### config.mk
export PLATFORM = sky130hd
export DESIGN_NAME = zeroriscy_copy_master
export DESIGN_NICKNAME = d
export VERILOG_FILES = /design/src/rtl/zeroriscy_copy_pkg.sv /design/src/rtl/zeroriscy_copy_master.sv
export SDC_FILE = /design/constraint.sdc
export NUM_CORES = 1
export LEC_CHECK = 0
export CAP_MARGIN = 20
export CELL_PAD_IN_SITES_DETAIL_PLACEMENT = 1
export CELL_PAD_IN_SITES_GLOBAL_PLACEMENT = 1
export CORE_ASPECT_RATIO = 1.4
export CORE_UTILIZATION = 40
export CTS_CLUSTER_DIAMETER = 50
export DETAILED_ROUTE_END_ITERATION = 10
export PLACE_DENSITY = 0.91
export SETUP_SLACK_MARGIN = 0.2
export SLEW_MARGIN = 25
export SYNTH_ARGS = -nofsm -noshare
export SYNTH_HDL_FRONTEND = slang
export SYNTH_SLANG_ARGS = --single-unit
### constraint.sdc
create_clock -name clk -period 3.35 [get_ports clk]
set_input_delay 0.67 -clock clk [delete_from_list [all_inputs] [get_ports clk]]
set_output_delay 0.67 -clock clk [all_outputs]
set_load 0.005 [all_outputs]
### src/rtl/zeroriscy_copy_pkg.sv
`default_nettype none
// ============================================================================
// Module      : zeroriscy_copy_pkg
// Description : Shared types and constants for the zero-riscy copy master.
// Revision    : 1.0 - initial release
// ============================================================================
package zeroriscy_copy_pkg;

  // Bytes per bus word; address counters step by this amount.
  localparam int WORD_BYTES = 4;

  // Every transfer is a full 32-bit word.
  localparam logic [3:0] BE_ALL = 4'hF;

  typedef enum logic [2:0] {
    IDLE    = 3'd0,
    RD_REQ  = 3'd1,
    RD_WAIT = 3'd2,
    WR_REQ  = 3'd3,
    WR_WAIT = 3'd4,
    DONE    = 3'd5
  } copy_state_e;

endpackage : zeroriscy_copy_pkg
`default_nettype wire

### src/rtl/zeroriscy_copy_master.sv
`default_nettype none
// ============================================================================
// Module      : zeroriscy_copy_master
// Description : Single-outstanding DMA copy engine driving a zero-riscy style
//               req/gnt/rvalid memory port. Copies len words from src to dst,
//               one read then one write per word, ascending addresses.
//               Optional feature macro ZERORISCY_COPY_CSUM_EN adds a 32-bit
//               wrapping checksum output (csum) of all words read.
// Revision    : 1.0 - initial release
// ============================================================================
module zeroriscy_copy_master
  import zeroriscy_copy_pkg::*;
#(
  parameter int LEN_W  = 16,
  parameter int ADDR_W = 32
) (
  input  logic              clk,
  input  logic              rst_n,
  input  logic              start,
  input  logic [ADDR_W-1:0] src_addr,
  input  logic [ADDR_W-1:0] dst_addr,
  input  logic [LEN_W-1:0]  len,
  output logic              busy,
  output logic              done,
  output logic              err_flag,
  output logic [LEN_W-1:0]  words_done,
  output logic              m_req,
  output logic              m_we,
  output logic [3:0]        m_be,
  output logic [ADDR_W-1:0] m_addr,
  output logic [31:0]       m_wdata,
  input  logic [31:0]       m_rdata,
  input  logic              m_gnt,
  input  logic              m_rvalid,
  input  logic              m_err
`ifdef ZERORISCY_COPY_CSUM_EN
  ,
  output logic [31:0]       csum
`endif
);

  // Mask that forces the two byte-offset bits of an address to zero.
  localparam logic [ADDR_W-1:0] ALIGN_MASK = ~ADDR_W'(WORD_BYTES - 1);
  localparam logic [ADDR_W-1:0] ADDR_STEP  = ADDR_W'(WORD_BYTES);

  copy_state_e       state_q, state_d;
  logic [ADDR_W-1:0] src_q, src_d;
  logic [ADDR_W-1:0] dst_q, dst_d;
  logic [LEN_W-1:0]  len_q, len_d;
  logic [31:0]       data_q, data_d;
  logic [LEN_W-1:0]  words_q, words_d;
  logic              err_q, err_d;
  logic              busy_q, busy_d;
  logic              done_q, done_d;
  logic              req_q, req_d;
  logic              we_q, we_d;
  logic [ADDR_W-1:0] addr_q, addr_d;
  logic [31:0]       wdata_q, wdata_d;
`ifdef ZERORISCY_COPY_CSUM_EN
  logic [31:0]       csum_q, csum_d;
`endif

  // State, datapath and registered bus outputs; reset aborts any job at once.
  always_ff @(posedge clk or negedge rst_n) begin
    if (!rst_n) begin
      state_q <= IDLE;
      src_q   <= '0;
      dst_q   <= '0;
      len_q   <= '0;
      data_q  <= '0;
      words_q <= '0;
      err_q   <= 1'b0;
      busy_q  <= 1'b0;
      done_q  <= 1'b0;
      req_q   <= 1'b0;
      we_q    <= 1'b0;
      addr_q  <= '0;
      wdata_q <= '0;
`ifdef ZERORISCY_COPY_CSUM_EN
      csum_q  <= '0;
`endif
    end else begin
      state_q <= state_d;
      src_q   <= src_d;
      dst_q   <= dst_d;
      len_q   <= len_d;
      data_q  <= data_d;
      words_q <= words_d;
      err_q   <= err_d;
      busy_q  <= busy_d;
      done_q  <= done_d;
      req_q   <= req_d;
      we_q    <= we_d;
      addr_q  <= addr_d;
      wdata_q <= wdata_d;
`ifdef ZERORISCY_COPY_CSUM_EN
      csum_q  <= csum_d;
`endif
    end
  end

  // Next-state and datapath updates: command latch, read capture, advance.
  always_comb begin
    state_d = state_q;
    src_d   = src_q;
    dst_d   = dst_q;
    len_d   = len_q;
    data_d  = data_q;
    words_d = words_q;
    err_d   = err_q;
`ifdef ZERORISCY_COPY_CSUM_EN
    csum_d  = csum_q;
`endif
    case (state_q)
      IDLE: begin
        if (start) begin
          src_d   = src_addr & ALIGN_MASK;
          dst_d   = dst_addr & ALIGN_MASK;
          len_d   = len;
          words_d = '0;
          err_d   = 1'b0;
`ifdef ZERORISCY_COPY_CSUM_EN
          csum_d  = '0;
`endif
          state_d = (len == '0) ? DONE : RD_REQ;
        end
      end
      RD_REQ: begin
        if (m_gnt) state_d = RD_WAIT;
      end
      RD_WAIT: begin
        if (m_rvalid) begin
          data_d = m_rdata;
          if (m_err) begin
            err_d   = 1'b1;
            state_d = DONE;
          end else begin
`ifdef ZERORISCY_COPY_CSUM_EN
            csum_d  = csum_q + m_rdata;
`endif
            state_d = WR_REQ;
          end
        end
      end
      WR_REQ: begin
        if (m_gnt) state_d = WR_WAIT;
      end
      WR_WAIT: begin
        if (m_rvalid) begin
          // The write response retires the word even when it reports an error.
          words_d = words_q + LEN_W'(1);
          src_d   = src_q + ADDR_STEP;
          dst_d   = dst_q + ADDR_STEP;
          if (m_err) begin
            err_d   = 1'b1;
            state_d = DONE;
          end else if (words_d == len_q) begin
            state_d = DONE;
          end else begin
            state_d = RD_REQ;
          end
        end
      end
      DONE: begin
        state_d = IDLE;
      end
      default: begin
        state_d = IDLE;
      end
    endcase
  end

  // Output next-values derived from the upcoming state; request fields hold
  // stable across a stall because they only change on entry to a *_REQ state.
  always_comb begin
    busy_d  = (state_d != IDLE);
    done_d  = (state_d == DONE);
    req_d   = (state_d == RD_REQ) || (state_d == WR_REQ);
    we_d    = we_q;
    addr_d  = addr_q;
    wdata_d = wdata_q;
    if (state_d == RD_REQ) begin
      we_d   = 1'b0;
      addr_d = src_d;
    end else if (state_d == WR_REQ) begin
      we_d    = 1'b1;
      addr_d  = dst_d;
      wdata_d = data_d;
    end
  end

  assign busy       = busy_q;
  assign done       = done_q;
  assign err_flag   = err_q;
  assign words_done = words_q;
  assign m_req      = req_q;
  assign m_we       = we_q;
  assign m_be       = BE_ALL;
  assign m_addr     = addr_q;
  assign m_wdata    = wdata_q;
`ifdef ZERORISCY_COPY_CSUM_EN
  assign csum       = csum_q;
`endif

endmodule : zeroriscy_copy_master
`default_nettype wire
==> results.md <==
- Status: finished, final reports clean
- Pwr dens: between 900 and 1000 mW/mm²
- #FFs+latches synth: 200
- Post-route setup TNS: 0 ps
- Kind of critical path: reg -> reg
- Synth Instances: 1081
- Combinational share of power: between 40% and 50%
- Max-slew headroom: 54.5%
- Clk sinks: 200
- Worst-case reg-to-reg path depth: 7
- Share of power burned in registers: 36.9%
- Multi-input gate area: between 0.004 and 0.005 mm²
- Critical Path Start Type: flop
- Final worst-path cycle share: 89.8%
- DRT iter0 DRCs: around 500
- FF/Latch Area: 0.00501 mm²
- Post-cts hold buffer count: 0
- Port bufs: 198
- Initial antenna violation count: 3
- All-Layer GR Usage: 28.1%
- Ys Warns: 0
- Worst Path Required: approximately 3700 ps
- Clk buf depth: 2
- Die W: 137 µm
- H-tree depth: 4
- Critical path peak fanout: 9
- Mapped Area: between 0.01 and 0.015 mm²
- Switch Pwr: 4.95 mW
- Worst reg2reg setup slack: 340 ps
- CP max stage cell: or4_1
- CORE AREA: around 0.025 mm²
- Overall Power: ~12 mW
- Die height: 191 µm
- Reg-to-Reg Start: words_done[8]
- Row cnt: 68
- Int Power: 7.16 mW
- Leak Pwr: 5.81 nW
- Commonest non-fill, non-tap cell in the layout: nand2_1
- Worst path arrival time: 3330 ps
- Clock buffer count from CTS: 17
- Number of synthesized flops with an enable pin: 0
- RSZ-0062 raised after global routing: false
- Share of total power in the clock network: 16.2%
- CP max stage delay: 560 ps
- Filler cells: 2771
- # Max-Cap Violations: 0
- CTS clk-pin slew, worst paths: roughly 80 ps
- Fmax: around 330 MHz
- CP Cell Sequence: nand3_1, or4_1, a211oi_1, o31a_1, nand4_2, a31oi_2, mux2_2
- Vias in the first global route: between 10000 and 15000
- Most frequent cells in the layout: nand2_1, dfrtp_1, clkdlybuf4s50_1, a21oi_1, nor2_1
- Top Usage Layer GRT: met2
- HPWL after DPL: 25.9 mm
- Final hold viol count: 0
- DRC Markers: 0
- First-pass GRT wire length: 56.2 mm
- Area added between synthesis and finish: 31.1%
- Ports: 207
- Met1 Usage GRT: 31.6%
- Syn Area/Cell: 9.45 µm²
- Clock Skew: 14.1 ps
- Area of the die: 0.0262 mm²
- Post-CTS sizing: 0
- Sw Ratio: between 40% and 50%
- Layout cells sized above 1: 11.4%
- Seq/Total Area, Yosys: roughly half
- Total routed wirelength: roughly 35 mm
- WL/cell: 22.0 µm
- M2 GR Usage: 49.4%
- Total vias in the final route: 9590
- Worst Path Buf+Inv: 0
- Final nets: 1404
- Drt pass-1 iters: 7
- R2R Path End: m_addr[0]
- Clk root buf: clkbuf_16
- Peak VDD IR: approximately 440 µV
- Netlist cell types: 65
- Worst-Margin Slew: 676 ps
- Total gr overflow: 0
- Ys flop type: dfrtp_1
- Slew Viols, Final: 0
- RD Place Congestion: 0.894
- Worst path top cell family by delay: simple AND/OR/NAND/NOR gates
- Antenna viol nets, final: 0
- Via/cell ratio: 5.95
- Setup-failing EPs final: 0
- TritonCTS clock tree: built
- Met3 usage: 4.93%
- Clk_lat worst skew: ~440 ps
- Min Tclk post-route: 3010 ps
- Worst hold path class: in -> async
- Largest net degree at the start of global routing: 76
- Post-synth ARST share: 100%
- Worst Setup End Kind: flop
- Post-CTS Setup Bufs: 0
- Starting Density: 41.1%
==> worst max-delay path by stage <==
stage                     cells past startpoint     startpoint    endpoint
after detailed placement                      9       m_rvalid   m_addr[0]
after global routing                          9  words_done[4]  m_addr[19]
after floorplan                              11  words_done[1]  m_addr[27]
final                                         7  words_done[8]   m_addr[0]
after CTS                                     8  words_done[0]   m_addr[0]
after global placement                        8       m_rvalid  m_addr[31]
==> kinds of logic (layout without fill, tap and decap cells) <==
family	after synthesis	in the layout	synth area share (%)
flops	200	200	49.0
xor+xnor	26	26	2.36
fa+ha+maj	3	3	0.368
mux	65	65	6.83
compound gates	234	234	15.8
simple gates	462	462	21.8
buf+inv	90	301	3.83
other cells	1	6	0.0367
==> synthesized netlist by cell type (all sizes together), types with 3 or more instances <==
library cell | count | share of area, %
o22ai | 37 | 2.3
xnor2 | 18 | 1.5
o311ai | 3 | 0.26
a21o | 7 | 0.51
o31ai | 5 | 0.37
nand4 | 29 | 1.9
mux2i | 27 | 2.6
a22o | 3 | 0.26
nor3 | 18 | 0.93
nand2b | 5 | 0.31
o21ai | 48 | 2.4
and2 | 19 | 1.2
nor2b | 6 | 0.37
a221o | 33 | 3.2
a22oi | 5 | 0.37
nand2 | 234 | 8.6
ha | 3 | 0.37
nand3 | 40 | 2.0
dfrtp | 200 | 49
a31oi | 4 | 0.31
and4 | 6 | 0.51
nor4 | 17 | 1.5
a21oi | 53 | 2.6
inv | 18 | 0.66
a211oi | 3 | 0.22
or3 | 3 | 0.18
o221ai | 6 | 0.51
mux2 | 38 | 4.2
nor3b | 6 | 0.44
and3 | 17 | 1.0
nor2 | 50 | 1.8
buf | 26 | 1.5
or2 | 4 | 0.24
o311a | 9 | 0.88
clkbuf | 46 | 1.7
o211ai | 6 | 0.44
xor2 | 7 | 0.60
==> worst register-to-register path: cells and delay by family, from the launching register on <==
family	cells	cell delay [ps]
AND/OR/NAND/NOR	3	980
flip-flops	1	530
multiplexers	1	390
AO/OA/AOI/OAI	3	980
==> per-layer routing <==
layer,part of all wire (%),vias to the layer above,routed length (µm)
li1,-,4298,-
met1,38,4839,13500
met2,52,344,18400
met3,4.9,107,1730
met4,5.1,2,1790
met5,0.037,-,13
==> stage by stage <==
stage | util (%) | instance area (µm²) | cells | hold WS, ps | setup slack (ps)
4_1_cts | 53.8 | 13400 | 1610 | 210 | 298
3_3_place_gp | 51.6 | 12800 | 1579 | 459 | 133
6_report | 53.9 | 13400 | 1612 | 181 | 341
2_1_floorplan | - | 10200 | 1084 | 374 | 598
5_1_grt | 53.9 | 13400 | 1612 | 219 | 234
3_5_place_dp | 51.6 | 12800 | 1579 | 464 | 67.2
==> registers in the layout, summed over array words and instances (netlist names), 3 cells and up <==
| name | cells |
|---|---|
| data_q | 32 |
| dst_q | 32 |
| m_addr | 32 |
| m_wdata | 32 |
| src_q | 32 |
| len_q | 16 |
| words_done | 16 |
| state_q | 3 |
==> layout make-up <==
type | count | share of cell area, %
diodes | 2 | 0.0374
clock buffers | 20 | 3.41
clock inverters | 11 | 0.673
inverters | 18 | 0.505
multi-input cells | 794 | 36.4
flip-flops and latches | 200 | 37.4
well taps | 315 | 2.94
repair buffers | 252 | 18.6
==> power groups by stage <==
stage / logic (mW) / clock network (mW) / registers, mW
5_1_grt: 6.16 / 2.10 / 4.61
2_1_floorplan: 3.29 / 0 / 4.20
3_5_place_dp: 5.65 / 0 / 4.48
3_3_place_gp: 5.32 / 0 / 4.37
4_1_cts: 5.68 / 2.01 / 4.45
6_report: 5.67 / 1.97 / 4.47
(Power assumes the default switching activity.)
